--- config.mk ---
export PLATFORM = sky130hd
export DESIGN_NAME = neo_frame_sender
export DESIGN_NICKNAME = d
export VERILOG_FILES = /design/src/rtl/neo_frame_sender.sv
export SDC_FILE = /design/constraint.sdc
export NUM_CORES = 2
export LEC_CHECK = 0
export BUFFER_PORTS_ARGS = -buffer_cell sky130_fd_sc_hd__buf_2
export CORE_MARGIN = 2
export CORE_UTILIZATION = 50
export CTS_CLUSTER_DIAMETER = 40
export DETAILED_ROUTE_END_ITERATION = 10
export PLACE_DENSITY_LB_ADDON = 0.12
export SKIP_LAST_GASP = 1
export SYNTH_ARGS = -nofsm -noshare
export SYNTH_HDL_FRONTEND = slang
export SYNTH_SLANG_ARGS = --single-unit
export TNS_END_PERCENT = 30
--- constraint.sdc ---
create_clock -name axis_aclk -period 3.1 [get_ports axis_aclk]
set_clock_uncertainty 0.05 [all_clocks]
set_input_delay 0.465 -clock axis_aclk [delete_from_list [all_inputs] [get_ports axis_aclk]]
set_output_delay 0.465 -clock axis_aclk [all_outputs]
set_load 0.01 [all_outputs]
--- src/rtl/neo_frame_sender.sv ---
// Frame buffer for the WS2812 serializer: streams stored pixel words over AXIS,
// waits for the last word to shift out, holds the latch gap, then pulses done.
module neo_frame_sender #(
    parameter int MAX_PIXELS   = 64,
    parameter int ADDR_W       = 6,
    parameter int LATCH_CYCLES = 6600
) (
    input  logic              axis_aclk,
    input  logic              axis_resetn,
    input  logic              wr_en,
    input  logic [ADDR_W-1:0] wr_addr,
    input  logic [31:0]       wr_data,
    input  logic              start,
    input  logic [ADDR_W:0]   num_pixels,
    output logic              busy,
    output logic              done,
    output logic [31:0]       m_axis_data,
    output logic              m_axis_valid,
    input  logic              m_axis_ready
);
    localparam int CNT_W = $clog2(LATCH_CYCLES + 1);
    localparam logic [ADDR_W:0]  MAX_N      = (ADDR_W + 1)'(MAX_PIXELS);
    localparam logic [CNT_W-1:0] LATCH_LAST = CNT_W'(LATCH_CYCLES - 1);

    typedef enum logic [2:0] {
        S_IDLE,
        S_FETCH,
        S_LOAD,
        S_PRESENT,
        S_DRAIN,
        S_LATCH,
        S_DONE
    } state_t;

    state_t            state;
    state_t            state_next;
    logic [31:0]       ram [MAX_PIXELS];
    logic [31:0]       rd_data;
    logic [ADDR_W-1:0] index;
    logic [ADDR_W:0]   count_n;
    logic [ADDR_W:0]   n_clamped;
    logic [CNT_W-1:0]  counter;
    logic              xfer;
    logic              last_word;

    assign n_clamped = (num_pixels > MAX_N) ? MAX_N : num_pixels;
    assign xfer      = m_axis_valid & m_axis_ready;
    assign last_word = ({1'b0, index} == (count_n - (ADDR_W + 1)'(1)));

    // Read port tracks index every cycle; the word is taken in LOAD, so writes
    // landing before an index is fetched are still sent in the current frame.
    always_ff @(posedge axis_aclk) begin
        if (wr_en) begin
            ram[wr_addr] <= wr_data;
        end
        rd_data <= ram[index];
    end

    always_ff @(posedge axis_aclk or negedge axis_resetn) begin
        if (!axis_resetn) begin
            state <= S_IDLE;
        end else begin
            state <= state_next;
        end
    end

    always_comb begin
        state_next = state;
        unique case (state)
            S_IDLE:    if (start) state_next = (n_clamped == '0) ? S_DRAIN : S_FETCH;
            S_FETCH:   state_next = S_LOAD;
            S_LOAD:    state_next = S_PRESENT;
            S_PRESENT: if (xfer) state_next = last_word ? S_DRAIN : S_FETCH;
            S_DRAIN:   if (m_axis_ready) state_next = S_LATCH;
            S_LATCH:   if (counter == LATCH_LAST) state_next = S_DONE;
            S_DONE:    state_next = S_IDLE;
            default:   state_next = S_IDLE;
        endcase
    end

    always_ff @(posedge axis_aclk or negedge axis_resetn) begin
        if (!axis_resetn) begin
            busy         <= 1'b0;
            done         <= 1'b0;
            m_axis_data  <= '0;
            m_axis_valid <= 1'b0;
            index        <= '0;
            count_n      <= '0;
            counter      <= '0;
        end else begin
            done <= 1'b0;
            unique case (state)
                S_IDLE: begin
                    if (start) begin
                        count_n <= n_clamped;
                        index   <= '0;
                        busy    <= 1'b1;
                    end
                end
                S_LOAD: begin
                    m_axis_data  <= rd_data;
                    m_axis_valid <= 1'b1;
                end
                S_PRESENT: begin
                    if (xfer) begin
                        m_axis_valid <= 1'b0;
                        if (!last_word) begin
                            index <= index + ADDR_W'(1);
                        end
                    end
                end
                S_DRAIN: begin
                    if (m_axis_ready) begin
                        counter <= '0;
                    end
                end
                S_LATCH: begin
                    counter <= counter + CNT_W'(1);
                    if (counter == LATCH_LAST) begin
                        done <= 1'b1;
                    end
                end
                S_DONE: busy <= 1'b0;
                default: ;
            endcase
        end
    end
endmodule

======== Word level (Yosys, flattened, before mapping) ========
Memory sizes are Yosys's and may differ from the RTL's. A register that Yosys moved wholly into a read port is not among the register bits.
Cells that the tools add are included.
storage, ports and cells
  memories kept ........................... 1
  register bits after elaboration ......... 64
  bits in writable memories ............... 2048
  bits of input ports ..................... 50
  output and inout bits ................... 35
  logic and storage cells ................. 61
operators by class
  magnitude comparators ................... 1
  eq/ne operators ......................... 13
  reductions and logical operators ........ 12
  add/subtract/negate cells ............... 3
  muxes and demuxes ....................... 22
  bitwise operators ....................... 1
memories
  memory  words  width  rd ports  clocked after memory_dff  write ports  RTL line  text
  ram     64     32     1         1                         1            37        logic [31:0] ram [MAX_PIXELS];
operators by type and width
  cell                   count
  $pmux 13 s2            1
  $mux 3                 6
  $mux 6                 3
  $pmux 3 s6             1
  $add 13x1->13 const B  1
  $eq 13x13->1 const B   1
  $mux 13                1
  $pmux 6 s2             1
  $ne 2x2->1 const B     5
  $eq 3x3->1 const B     3
  $reduce_and 2->1       4
  $reduce_and 4->1       2
  $reduce_bool 2->1      4
  $eq 6x7->1             1
  $gt 7x7->1 const B     1
  $logic_not 7->1        1
  $mux 7                 1
  $sub 7x1->7 const B    1
  $add 6x1->6 const B    1
  $eq 3x2->1 const B     2
  $mux 1                 6
  $pmux 1 s2             2
  $eq 3x1->1 const B     1
  $logic_not 3->1        1
  $and 1x1->1            1

======== Logic depth before layout (Yosys ltp) ========
  depth after elaboration ................. 6
  mapped depth ............................ 9
  gate-level depth less buffers ........... 8

======== Least setup slack after synthesis ========
OpenSTA, ideal clock, no wires.
  path type ............................... input to register
  start ................................... in wr_addr[3]
  end ..................................... mem ram[48][0], enable pin
  arrival time ............................ 3.164 ns
  library setup time ...................... 0.461 ns
  buffers on the path ..................... 1
  data required time ...................... 2.589 ns
  stages .................................. 4
  path slack .............................. -0.575 ns
  cells stage by stage .................... clkbuf_1 nor2b_1 nand4b_1 nor3_1
RTL lines
  element          RTL line  text
  start, declared  11        input logic [ADDR_W-1:0] wr_addr,
  end, declared    37
Straight into the memory's write port.

==> flow_metrics.tcl <==
set metrics [dict create \
    transition_time_of_the_tightest_slew_check_pin_ns 1.19 \
    tritoncts_num_sinks 2144 \
    min_delay_path_depth 1 \
    buffer_type_at_the_clock_tree_root "sky130_fd_sc_hd__clkbuf_16" \
    beginning_of_the_worst_hold_path "wr_data[19]" \
    synth_most_common_cell "sky130_fd_sc_hd__edfxtp_1" \
    boundaryPins 85 \
    dp.cells 5701 \
    min_to "ram[31][19]$_DFFE_PP_" \
    critical_path.max_stage_delay_ns 0.58 \
    placeable_area_mm2 0.162 \
    r2r-end "rd_data[9]$_DFF_P_" \
    final_min_period_over_clock_period_pct 102 \
    ys.flop_type "sky130_fd_sc_hd__edfxtp_1" \
    die_area_mm2 0.166 \
    tritoncts "done" \
    crit_path_start_kind "flip-flop" \
    min-delay-path-class "input pin to flip-flop" \
    critical_path_class "flip-flop to flip-flop" \
    max_clock_freq_mhz 315 \
    synth-async-reset-ratio_pct 2.99 \
    timing.slew.headroom_pct 20.7 \
    place.port_buffers 84 \
    synthDistinctLibCells 51 \
    design.final.nets 3890 \
    cts_made_buffers 293 \
    post-dp-hpwl_um 114000 \
    timing_max_transition_violations_final 0 \
    timing.critical_path.buf_inv 3 \
    worst_skew_pair.late_latency_ns 0.90 \
    nFillCells 11200 \
    globalRoute.totalOverflow 0 \
    worst_setup_path_end_kind "flip-flop" \
    area_used_by_multi_input_combinational_logic_mm2 0.0173 \
    ys_seq_area_share_pct 78.3 \
    synth.top_cell.area_share_pct 75.6 \
    count_of_non_filler_cells_in_the_finished_layout 6225 \
    initial_core_util_pct 50.2 \
    ys_seq_elements 2144 \
    first_iter_violations 4467 \
    grt.total_usage_pct 25.1 \
    drc 0 \
    htree_num_levels 5 \
    die_height_um 407 \
    timing.final.crit_period_ns 3.17 \
    grt_start_max_net_pins 65 \
    total_power_w 0.0652 \
    synthesis.yosys.warnings 0 \
    max-clock-path-buffers 4 \
    syn-mean-instance-area_um2 23.9 \
    first_global_vias 40000 \
    sequential_area_mm2 0.0638 \
    via_count 38900 \
    drt_first_pass_iters 5 \
    synth_enable_flop_cells 2048 \
    status "finished, violations left" \
    drtAntennaViolNets 0 \
    cp_cell_sequence "buf_12 > buf_12 > buf_4 > mux4_2 > mux4_2 > a22oi_1 > nand2_1" \
    fin_ws_ns -0.0698 \
    first_pass_grt_wire_length_um 295000 \
    max-vdd-ir-drop_mv 0.633 \
    path_delay_family "multiplexers" \
    routed_wl_um 207000 \
    placementRows 148 \
    pwr_density_cell_mw_per_mm2 673 \
    timing.reg2reg.setup_slack_ns -0.07 \
    violations "setup timing" \
    critical-path-slowest-cell "sky130_fd_sc_hd__a22oi_1" \
    weighted_congestion_at_the_end_of_routability_driven_global_placement 0.790 \
    p_leak_nw 30.1 \
    setup_slack_after_placement_ns -0.310 \
    path_max_fanout 19 \
    cts.reportedPaths.clkPinSlew_ns 0.06 \
    hold_viol_final 0 \
    syn_area_mm2 0.0814 \
    timing.critical_path.arrival_ns 3.88 \
    cap_violations 0 \
    layout-area-overhead-vs-synth_pct 19.0 \
    worstPathRequired_ns 3.81 \
    post_synth_main_area_contributors "sky130_fd_sc_hd__edfxtp_1 (76%), sky130_fd_sc_hd__mux4_2 (17%), sky130_fd_sc_hd__dfrtp_1 (2.0%)" \
    rsz0062_at_grt "yes" \
    floorplan.die.width_um 407 \
    synthTopCellsByCount "sky130_fd_sc_hd__edfxtp_1 (2,048), sky130_fd_sc_hd__mux4_2 (622), sky130_fd_sc_hd__nor2_1 (89)" \
    postCtsSetupRepairBufs 0 \
    ff2ff_path_depth 7 \
    via_per_inst 6.24 \
    netlist_instances 3407 \
    rr_startpoint "index[0]$_DFFE_PN0P_" \
    drive_gt1_share_pct 36.7 \
    mappedNetlistNets 3460 \
    post-synth-top-area-cell "sky130_fd_sc_hd__edfxtp_1" \
    routed_len_inst_um 33.3 \
    number_of_antenna_violations_at_the_first_check_in_global_routing 10 \
    final-setup-viol-count 1 \
]
registers in the layout (all words and copies together), names as in the netlist:
register / cells
ram: 2048
m_axis_data: 32
rd_data: 32
counter: 13
count_n: 7
index: 6
state: 3
busy: 1
done: 1
m_axis_valid: 1
kinds of logic after synthesis:
| group | synth area share (%) |
|---|---|
| and+or+nand+nor | 1.38 |
| buffers and inverters | 1.04 |
| DFF | 78.3 |
| adders and majority gates | 0.0461 |
| xor gates and xnor gates | 0.0430 |
| muxes | 18.0 |
| AOI/OAI and AO/OA | 1.15 |
timing repair:
action	CTS	global route
setup endpoints to repair	5	4
resized for setup	2	1
endpoints found under the hold margin	75	0
hold buffers	16	0
power breakdown:
part           switching (W)  total [W]  internal [W]  leakage, nW
sequential         0.0000470     0.0320        0.0319         19.5
combinational       0.000633   0.000784      0.000151         5.98
clock                 0.0125     0.0324        0.0200         4.60
total                 0.0131     0.0652        0.0521         30.1
metal layers:
metal / global-route usage (%) / share of wire, %
met2: 40.8 / 50
met4: 7.93 / 3.0
met3: 4.85 / 7.0
met1: 34.8 / 40
met5: 0 / 0.050
layout by cell type (no fill, tap or decap), types with 4 or more instances in the layout:
master                          Yosys  final
sky130_fd_sc_hd__or3_1              4      4
sky130_fd_sc_hd__nor2b_1            7      5
sky130_fd_sc_hd__buf_2             55     83
sky130_fd_sc_hd__mux4_2           622    622
sky130_fd_sc_hd__dfrtp_1           64     60
sky130_fd_sc_hd__clkinv_8           0      5
sky130_fd_sc_hd__buf_12             0    108
sky130_fd_sc_hd__nor4_1             4      4
sky130_fd_sc_hd__mux2_2            33     33
sky130_fd_sc_hd__edfxtp_1        2048   2048
sky130_fd_sc_hd__dfxtp_1           32     32
sky130_fd_sc_hd__mux2i_1           30     30
sky130_fd_sc_hd__clkbuf_16          0    300
sky130_fd_sc_hd__clkbuf_8           0      5
sky130_fd_sc_hd__o221ai_1          10     10
sky130_fd_sc_hd__o21ai_0           33     33
sky130_fd_sc_hd__and3_1             5      5
sky130_fd_sc_hd__inv_8              0      9
sky130_fd_sc_hd__dlygate4sd3_1      0     16
sky130_fd_sc_hd__nor2_1            89     25
sky130_fd_sc_hd__buf_4              9    109
sky130_fd_sc_hd__nand2_1           58     58
sky130_fd_sc_hd__nand2b_1          16     16
sky130_fd_sc_hd__bufinv_16          0     24
sky130_fd_sc_hd__a22oi_1           44     41
sky130_fd_sc_hd__nor3_1            19     17
sky130_fd_sc_hd__nand3_1           20     20
sky130_fd_sc_hd__dfrtp_4            0      4
sky130_fd_sc_hd__inv_1              4      4
sky130_fd_sc_hd__clkinv_2           0     36
sky130_fd_sc_hd__clkinv_4           0     21
sky130_fd_sc_hd__and2_1             4      4
sky130_fd_sc_hd__clkinvlp_4         0     22
sky130_fd_sc_hd__o22ai_1           14     14
sky130_fd_sc_hd__inv_6              0     29
sky130_fd_sc_hd__nor2_4             0     63
sky130_fd_sc_hd__clkbuf_1          81     33
sky130_fd_sc_hd__nand4_1            7      7
sky130_fd_sc_hd__clkinv_1           0     21
sky130_fd_sc_hd__a21oi_1           25     25
how the worst max path moves through the flow:
stage | startpoint | end | slack [ns] | cells after the start
6_report | index[0]$_DFFE_PN0P_ | rd_data[9]$_DFF_P_ | -0.07 | 7
5_1_grt | index[0]$_DFFE_PN0P_ | rd_data[9]$_DFF_P_ | -0.12 | 7
4_1_cts | index[0]$_DFFE_PN0P_ | rd_data[17]$_DFF_P_ | -0.23 | 7
3_5_place_dp | index[0]$_DFFE_PN0P_ | rd_data[11]$_DFF_P_ | -0.31 | 7
3_3_place_gp | index[0]$_DFFE_PN0P_ | rd_data[17]$_DFF_P_ | -0.26 | 7
2_1_floorplan | wr_addr[4] | ram[16][0]$_DFFE_PP_ | -0.05 | 4
cell type report:
type                    instances  share of cell area (%)
diodes                          2                 0.00517
clock inverters               168                    1.83
flip-flops and latches       2144                    65.8
inverters                       4                  0.0155
clock buffers                 338                    7.95
repair buffers                316                    3.67
well taps                    2175                    2.81
multi-input cells            1078                    17.9
metrics by stage:
stage	TNS, ns	cell area (um2)	utilization [%]	hold slack, ns
floorplan	-12.20	81400	-	0.119
global placement	-0.830	87200	53.8	0.397
detailed placement	-0.951	87200	53.8	0.396
CTS	-0.416	96800	59.7	0.00768
global route	-0.184	96800	59.7	0.0153
finish	-0.0698	96900	59.7	0.0447
Note: power is estimated with default switching activity, not from simulation.
